File: src/rtl/layer_ram_fetch_pkg.sv
// rtl/layer_ram_fetch_pkg.sv - shared types, width defaults and byte-lane helper for the layer RAM fetch stage.
package layer_ram_fetch_pkg;

  localparam int ADDR_WIDTH_DEF = 27;
  localparam int DATA_WIDTH_DEF = 16;

  typedef enum logic [1:0] {
    ST_IDLE,
    ST_REQ,
    ST_RESP
  } fetch_state_t;

  typedef struct packed {
    logic [DATA_WIDTH_DEF-1:0] data;
    logic                      is_sprite;
    logic                      timeout;
  } fetch_result_t;

  // Sprites take the whole word; text takes the byte picked by the odd-address bit.
  function automatic logic [DATA_WIDTH_DEF-1:0] lane_select(
    input logic [DATA_WIDTH_DEF-1:0] word,
    input logic                      sprite,
    input logic                      lane
  );
    if (sprite) return word;
    return {{(DATA_WIDTH_DEF-8){1'b0}}, (lane ? word[15:8] : word[7:0])};
  endfunction

endpackage

File: src/rtl/fetch_timeout_counter.sv
// rtl/fetch_timeout_counter.sv - loadable up-counter with clear/enable; tc flags the step that reaches TIMEOUT_CYCLES.
module fetch_timeout_counter #(
  parameter int TIMEOUT_CYCLES = 255
) (
  input  logic                                  clk,
  input  logic                                  rst,
  input  logic                                  clear,
  input  logic                                  load,
  input  logic [$clog2(TIMEOUT_CYCLES+1)-1:0]   load_value,
  input  logic                                  en,
  output logic                                  tc
);

  localparam int CW = $clog2(TIMEOUT_CYCLES + 1);
  localparam logic [CW-1:0] TC_VAL = CW'(TIMEOUT_CYCLES - 1);

  logic [CW-1:0] count;

  always_ff @(posedge clk or negedge rst) begin
    if (!rst) begin
      count <= '0;
    end else if (clear) begin
      count <= '0;
    end else if (load) begin
      count <= load_value;
    end else if (en) begin
      count <= count + 1'b1;
    end
  end

  // Asserted in the cycle whose increment would make the count equal TIMEOUT_CYCLES.
  assign tc = en && (count == TC_VAL);

endmodule

File: src/rtl/layer_ram_fetch.sv
// rtl/layer_ram_fetch.sv - adds layer base to offset, issues one pixel RAM read, returns word or text byte.
// Optional one-word result cache enabled by LAYER_FETCH_CACHE_EN.
module layer_ram_fetch
  import layer_ram_fetch_pkg::*;
#(
  parameter int ADDR_WIDTH     = ADDR_WIDTH_DEF,
  parameter int DATA_WIDTH     = DATA_WIDTH_DEF,
  parameter int TIMEOUT_CYCLES = 255
) (
  input  logic                  clk,
  input  logic                  rst,
  input  logic                  calc_valid,
  output logic                  calc_ready,
  input  logic                  is_sprite,
  input  logic [ADDR_WIDTH-1:0] base_addr,
  input  logic [ADDR_WIDTH-1:0] offset_bytes,
  input  logic                  frame_start,
  output logic                  ram_req,
  output logic [ADDR_WIDTH-1:0] ram_addr,
  input  logic                  ram_ack,
  input  logic [DATA_WIDTH-1:0] ram_rdata,
  output logic                  fetch_valid,
  input  logic                  fetch_ready,
  output logic [DATA_WIDTH-1:0] fetch_data,
  output logic                  fetch_is_sprite,
  output logic                  fetch_timeout
);

  fetch_state_t              state;
  fetch_result_t             result;
  logic [ADDR_WIDTH-1:0]     addr_sum;
  logic                      cur_sprite;
  logic                      cur_lane;
  logic                      cnt_clear;
  logic                      cnt_en;
  logic                      cnt_tc;
  logic                      cache_hit;
  logic [DATA_WIDTH_DEF-1:0] cache_word;

  assign addr_sum        = base_addr + offset_bytes;
  assign cnt_clear       = (state == ST_IDLE);
  assign cnt_en          = (state == ST_REQ) && !ram_ack;
  assign fetch_data      = DATA_WIDTH'(result.data);
  assign fetch_is_sprite = result.is_sprite;
  assign fetch_timeout   = result.timeout;

  fetch_timeout_counter #(
    .TIMEOUT_CYCLES(TIMEOUT_CYCLES)
  ) u_timeout (
    .clk       (clk),
    .rst       (rst),
    .clear     (cnt_clear),
    .load      (1'b0),
    .load_value('0),
    .en        (cnt_en),
    .tc        (cnt_tc)
  );

`ifdef LAYER_FETCH_CACHE_EN
  logic                  cache_valid;
  logic [ADDR_WIDTH-2:0] cache_tag;

  // frame_start wins over a same-cycle fill so a new frame never sees old pixels.
  always_ff @(posedge clk or negedge rst) begin
    if (!rst) begin
      cache_valid <= 1'b0;
      cache_tag   <= '0;
      cache_word  <= '0;
    end else if (frame_start) begin
      cache_valid <= 1'b0;
    end else if (state == ST_REQ && ram_ack) begin
      cache_valid <= 1'b1;
      cache_tag   <= ram_addr[ADDR_WIDTH-1:1];
      cache_word  <= DATA_WIDTH_DEF'(ram_rdata);
    end
  end

  assign cache_hit = cache_valid && !frame_start && (cache_tag == addr_sum[ADDR_WIDTH-1:1]);
`else
  logic frame_start_unused;
  assign frame_start_unused = frame_start;
  assign cache_word         = '0;
  assign cache_hit          = 1'b0;
`endif

  always_ff @(posedge clk or negedge rst) begin
    if (!rst) begin
      state       <= ST_IDLE;
      calc_ready  <= 1'b1;
      ram_req     <= 1'b0;
      ram_addr    <= '0;
      fetch_valid <= 1'b0;
      result      <= '0;
      cur_sprite  <= 1'b0;
      cur_lane    <= 1'b0;
    end else begin
      case (state)
        ST_IDLE: begin
          if (calc_valid) begin
            cur_sprite <= is_sprite;
            cur_lane   <= addr_sum[0];
            calc_ready <= 1'b0;
            if (cache_hit) begin
              state       <= ST_RESP;
              fetch_valid <= 1'b1;
              result      <= '{lane_select(cache_word, is_sprite, addr_sum[0]), is_sprite, 1'b0};
            end else begin
              state    <= ST_REQ;
              ram_req  <= 1'b1;
              ram_addr <= {addr_sum[ADDR_WIDTH-1:1], 1'b0};
            end
          end
        end
        ST_REQ: begin
          if (ram_ack) begin
            state       <= ST_RESP;
            ram_req     <= 1'b0;
            fetch_valid <= 1'b1;
            result      <= '{lane_select(DATA_WIDTH_DEF'(ram_rdata), cur_sprite, cur_lane), cur_sprite, 1'b0};
          end else if (cnt_tc) begin
            state       <= ST_RESP;
            ram_req     <= 1'b0;
            fetch_valid <= 1'b1;
            result      <= '{'0, cur_sprite, 1'b1};
          end
        end
        ST_RESP: begin
          if (fetch_ready) begin
            state       <= ST_IDLE;
            fetch_valid <= 1'b0;
            calc_ready  <= 1'b1;
          end
        end
        default: begin
          state <= ST_IDLE;
        end
      endcase
    end
  end

endmodule

File: config.mk
export PLATFORM = sky130hd
export DESIGN_NAME = layer_ram_fetch
export DESIGN_NICKNAME = d
export VERILOG_FILES = /design/src/rtl/layer_ram_fetch_pkg.sv /design/src/rtl/fetch_timeout_counter.sv /design/src/rtl/layer_ram_fetch.sv
export SDC_FILE = /design/constraint.sdc
export NUM_CORES = 1
export LEC_CHECK = 0
export BUFFER_PORTS_ARGS = -buffer_cell sky130_fd_sc_hd__buf_4
export CAP_MARGIN = 20
export CORE_ASPECT_RATIO = 1.4
export CORE_MARGIN = 5
export CORE_UTILIZATION = 44
export CTS_CLUSTER_DIAMETER = 150
export DETAILED_ROUTE_END_ITERATION = 12
export GPL_TIMING_DRIVEN = 0
export PLACE_DENSITY = 0.69
export SYNTH_ARGS = -nofsm -noshare
export SYNTH_HDL_FRONTEND = slang
export SYNTH_SLANG_ARGS = --single-unit
File: constraint.sdc
create_clock -name clk -period 2.1 [get_ports clk]
set_input_delay 0.42 -clock clk [delete_from_list [all_inputs] [get_ports clk]]
set_output_delay 0.42 -clock clk [all_outputs]
set_load 0.1 [all_outputs]
==> results.md <==
- Run status: finished, violations left
- Violated checks: setup timing
- Syn Area/Cell: 8.64 um2
- Slew HR: 51.5%
- Nets@finish: 709
- Design Area, Final: 5710 um2
- Clock insertion delay at the later pin of the skew report: 0.32 ns
- Fin crit share: 108%
- Die X: 89.8 um
- Initial antenna violation count: 0
- Via-to-Cell Ratio: 5.65
- CP Capture Type: flop
- Commonest cells after routing, fill and taps aside: 140 x buf_4, 83 x nand2_1, 56 x dfrtp_1, 33 x o21ai_0, 24 x nand3_1
- Initial core utilization: 45.3%
- Ys Warns: 0
- RSZ-0062 raised after global routing: yes
- Post-DP Area: 5020 um2
- Clock Path Buffers: 2
- Placed cells: 681
- Row count: 40
- Max Fclk: 440 MHz
- DRT Pass-1 Iters: 4
- CP peak stage delay: 0.46 ns
- Total GRT Usage: 20.6%
- Post-route ant nets: 0
- Final std cells w/o fill: 713
- Final setup viols: 8
- Metal-1 WL: 4.54 mm
- Final Power: 8.75 mW
- Wire length per cell: 16.4 um
- First-pass GRT wire length: 18.7 mm
- Vias: 4027
- Ports: 125
- CP max FO: 4
- Count of max-cap constraint violations: 0
- Port bufs: 122
- H-tree depth: 3
- Setup CP Type: input pin to flop
- Core Area: 8660 um2
- Clock transition at path regs: 0.05 ns
- Yosys cell types: 62
- Cell type with the largest total area after synthesis: dfrtp_1
- Setup_tns: -0.524 ns
- Num CTS Buffers: 9
- Largest net degree at the start of global routing: 60
- GP Congestion: 0.926
- Sequential area share after synthesis: 37.7%
- CP required: 2.36 ns
- Placement Setup Slack: -0.530 ns
- Share of cells above drive strength 1: 38.0%
- Grt ovf: 0
- CP max-delay cell: or4b_1
- Met2 wire len: 6.19 mm
- Least-Margin Pin Slew: 0.728 ns
- Clock sink total: 59
- Asr flop ratio synth: 100%
- Most common cell after layout, fill and taps aside: buf_4
- Max rail drop VDD: 0.00142 V
- Hold Vio Cnt, Final: 0
- Synth Register Bits: 59
- Setup crit start kind: input pin
- Mapped Cells: 454
- Root Buffer: clkbuf_16
- DRT iter0 DRCs: 121
- CTS tree: built
- Post-synth top area share: 37.0%
- Syn Nets: 560
- Fillers: 753
- Vias in the first global route: 3939
- Area grow syn2layout: 45.6%
- Crit-path cells: buf_8 > ha_4 > inv_2 > fa_2 > and2b_1 > o2111ai_2 > a21oi_2 > o2111a_2 > nor2_4 > or4b_1 > nand3_1
- Tmin final: 2.27 ns
- Synthesized area: 3920 um2
- Total die area: 10900 um2
- Top_reg_cell synth: dfrtp_1
- Diode count: 0
- Met3 routed WL: 686 um
- EDFF count, synth: 0
- Synth top area cells: dfrtp_1 37%, ha_1 8.9%, nand2_1 8.1%
- Highest Signal Layer: met4
- HPWL Detailed: 8.74 mm
- Leakage dissipation: 2.70 nW
- Pwr dens: 1530 nW/um2
- Hold crit path type: input pin to asynchronous set/reset pin
- Detailed-route DRC error count: 0
- Slew Limit Fails: 0
- Setup Skew: 0.00542 ns
- Die span in y: 122 um
- Setup WS post-layout: -0.175 ns
- Final WL: 11.7 mm
- Arrival time at the worst endpoint: 2.53 ns
-- layer usage --
layer / vias to the layer above / track usage, %
met5: - / 0
met3: 22 / 4.82
li1: 1945 / -
met1: 1916 / 23.2
met2: 144 / 37.5
met4: 0 / 7.94
-- report_power, final --
part | internal, mW | total [mW] | switching, mW
clock network | 0.822 | 1.31 | 0.488
registers | 1.61 | 1.93 | 0.325
logic | 1.29 | 5.51 | 4.21
total | 3.72 | 8.75 | 5.02
-- cells in the mapped netlist (all sizes together) (3+ instances only) --
master	instances
nand2	85
buf	7
nand4	12
nor2	20
xnor2	7
o21bai	3
dfrtp	58
o21ai	40
o211ai	4
a221oi	3
o31ai	7
nand3	28
a21oi	24
a21o	17
a211oi	3
mux2	9
xor2	8
clkbuf	16
or3	3
a31oi	4
inv	14
o2111a	3
nand2b	3
ha	28
and2	3
nor3	8
and3	6
-- flip-flops by register name, summed over array words and instances (netlist names) --
name and count:
ram_addr 26, fetch_valid 1, u_timeout.count 8, fetch_timeout 1, ram_req 1, fetch_data 16, cur_lane 1, state 2
fetch_is_sprite 1, calc_ready 1, cur_sprite 1
-- metrics by stage --
step	hold WS [ns]	util, %
after floorplan	0.124	-
after global placement	0.454	57.9
after detailed placement	0.461	57.9
after CTS	0.186	62.2
after global routing	0.236	66.0
final	0.160	66.0
-- final cells by class --
type                    count  area, um2  area share [%]
clock inverters             5       30.0           0.526
plain buffers              21        105            1.84
repair buffers            140       1070            18.7
multi-input cells         358       2600            45.5
clock buffers              11        243            4.25
well taps                 105        131            2.30
flip-flops and latches     59       1480            25.9
inverters                  14       52.6           0.920
-- worst max-delay path, delay by kind of cell --
| kind | cells | cell delay [ns] |
|---|---|---|
| AO/OA/AOI/OAI | 3 | 0.71 |
| adder cells (fa/ha/maj) | 2 | 0.47 |
| buffers and inverters | 2 | 0.10 |
| AND/OR/NAND/NOR | 4 | 0.83 |
-- final timing paths --
kind | from | to | slack, ns | depth (start not counted)
max in group asynchronous | rst | state[0] | 1.43 | 1
worst min register to register | fetch_data[5] | fetch_data[5] | 0.47 | 2
worst min-delay path | rst | fetch_data[2] | 0.16 | 1
min in group clk | is_sprite | cur_sprite | 0.29 | 3
worst max-delay path | base_addr[0] | ram_addr[22] | -0.17 | 11
worst max register to register | state[1] | fetch_is_sprite | 0.10 | 7
-- logic make-up (layout without fill, tap and decap cells) --
family,Yosys count,after routing,share of synthesized area [%]
compound gates,124,124,21.3
xor+xnor,15,15,3.35
fa+ha+maj,29,29,9.44
buf+inv,37,191,3.80
flops,59,59,37.7
mux,10,10,2.93
other cells,1,1,0.0956
simple gates,179,179,21.4
-- what timing repair did --
item	in CTS	in global routing
setup endpoints to repair	20	36
pin swaps	6	19
hold buffers	0	0
gates resized for setup	13	62
setup buffers	6	12
Note: power is estimated with default switching activity, not from simulation.
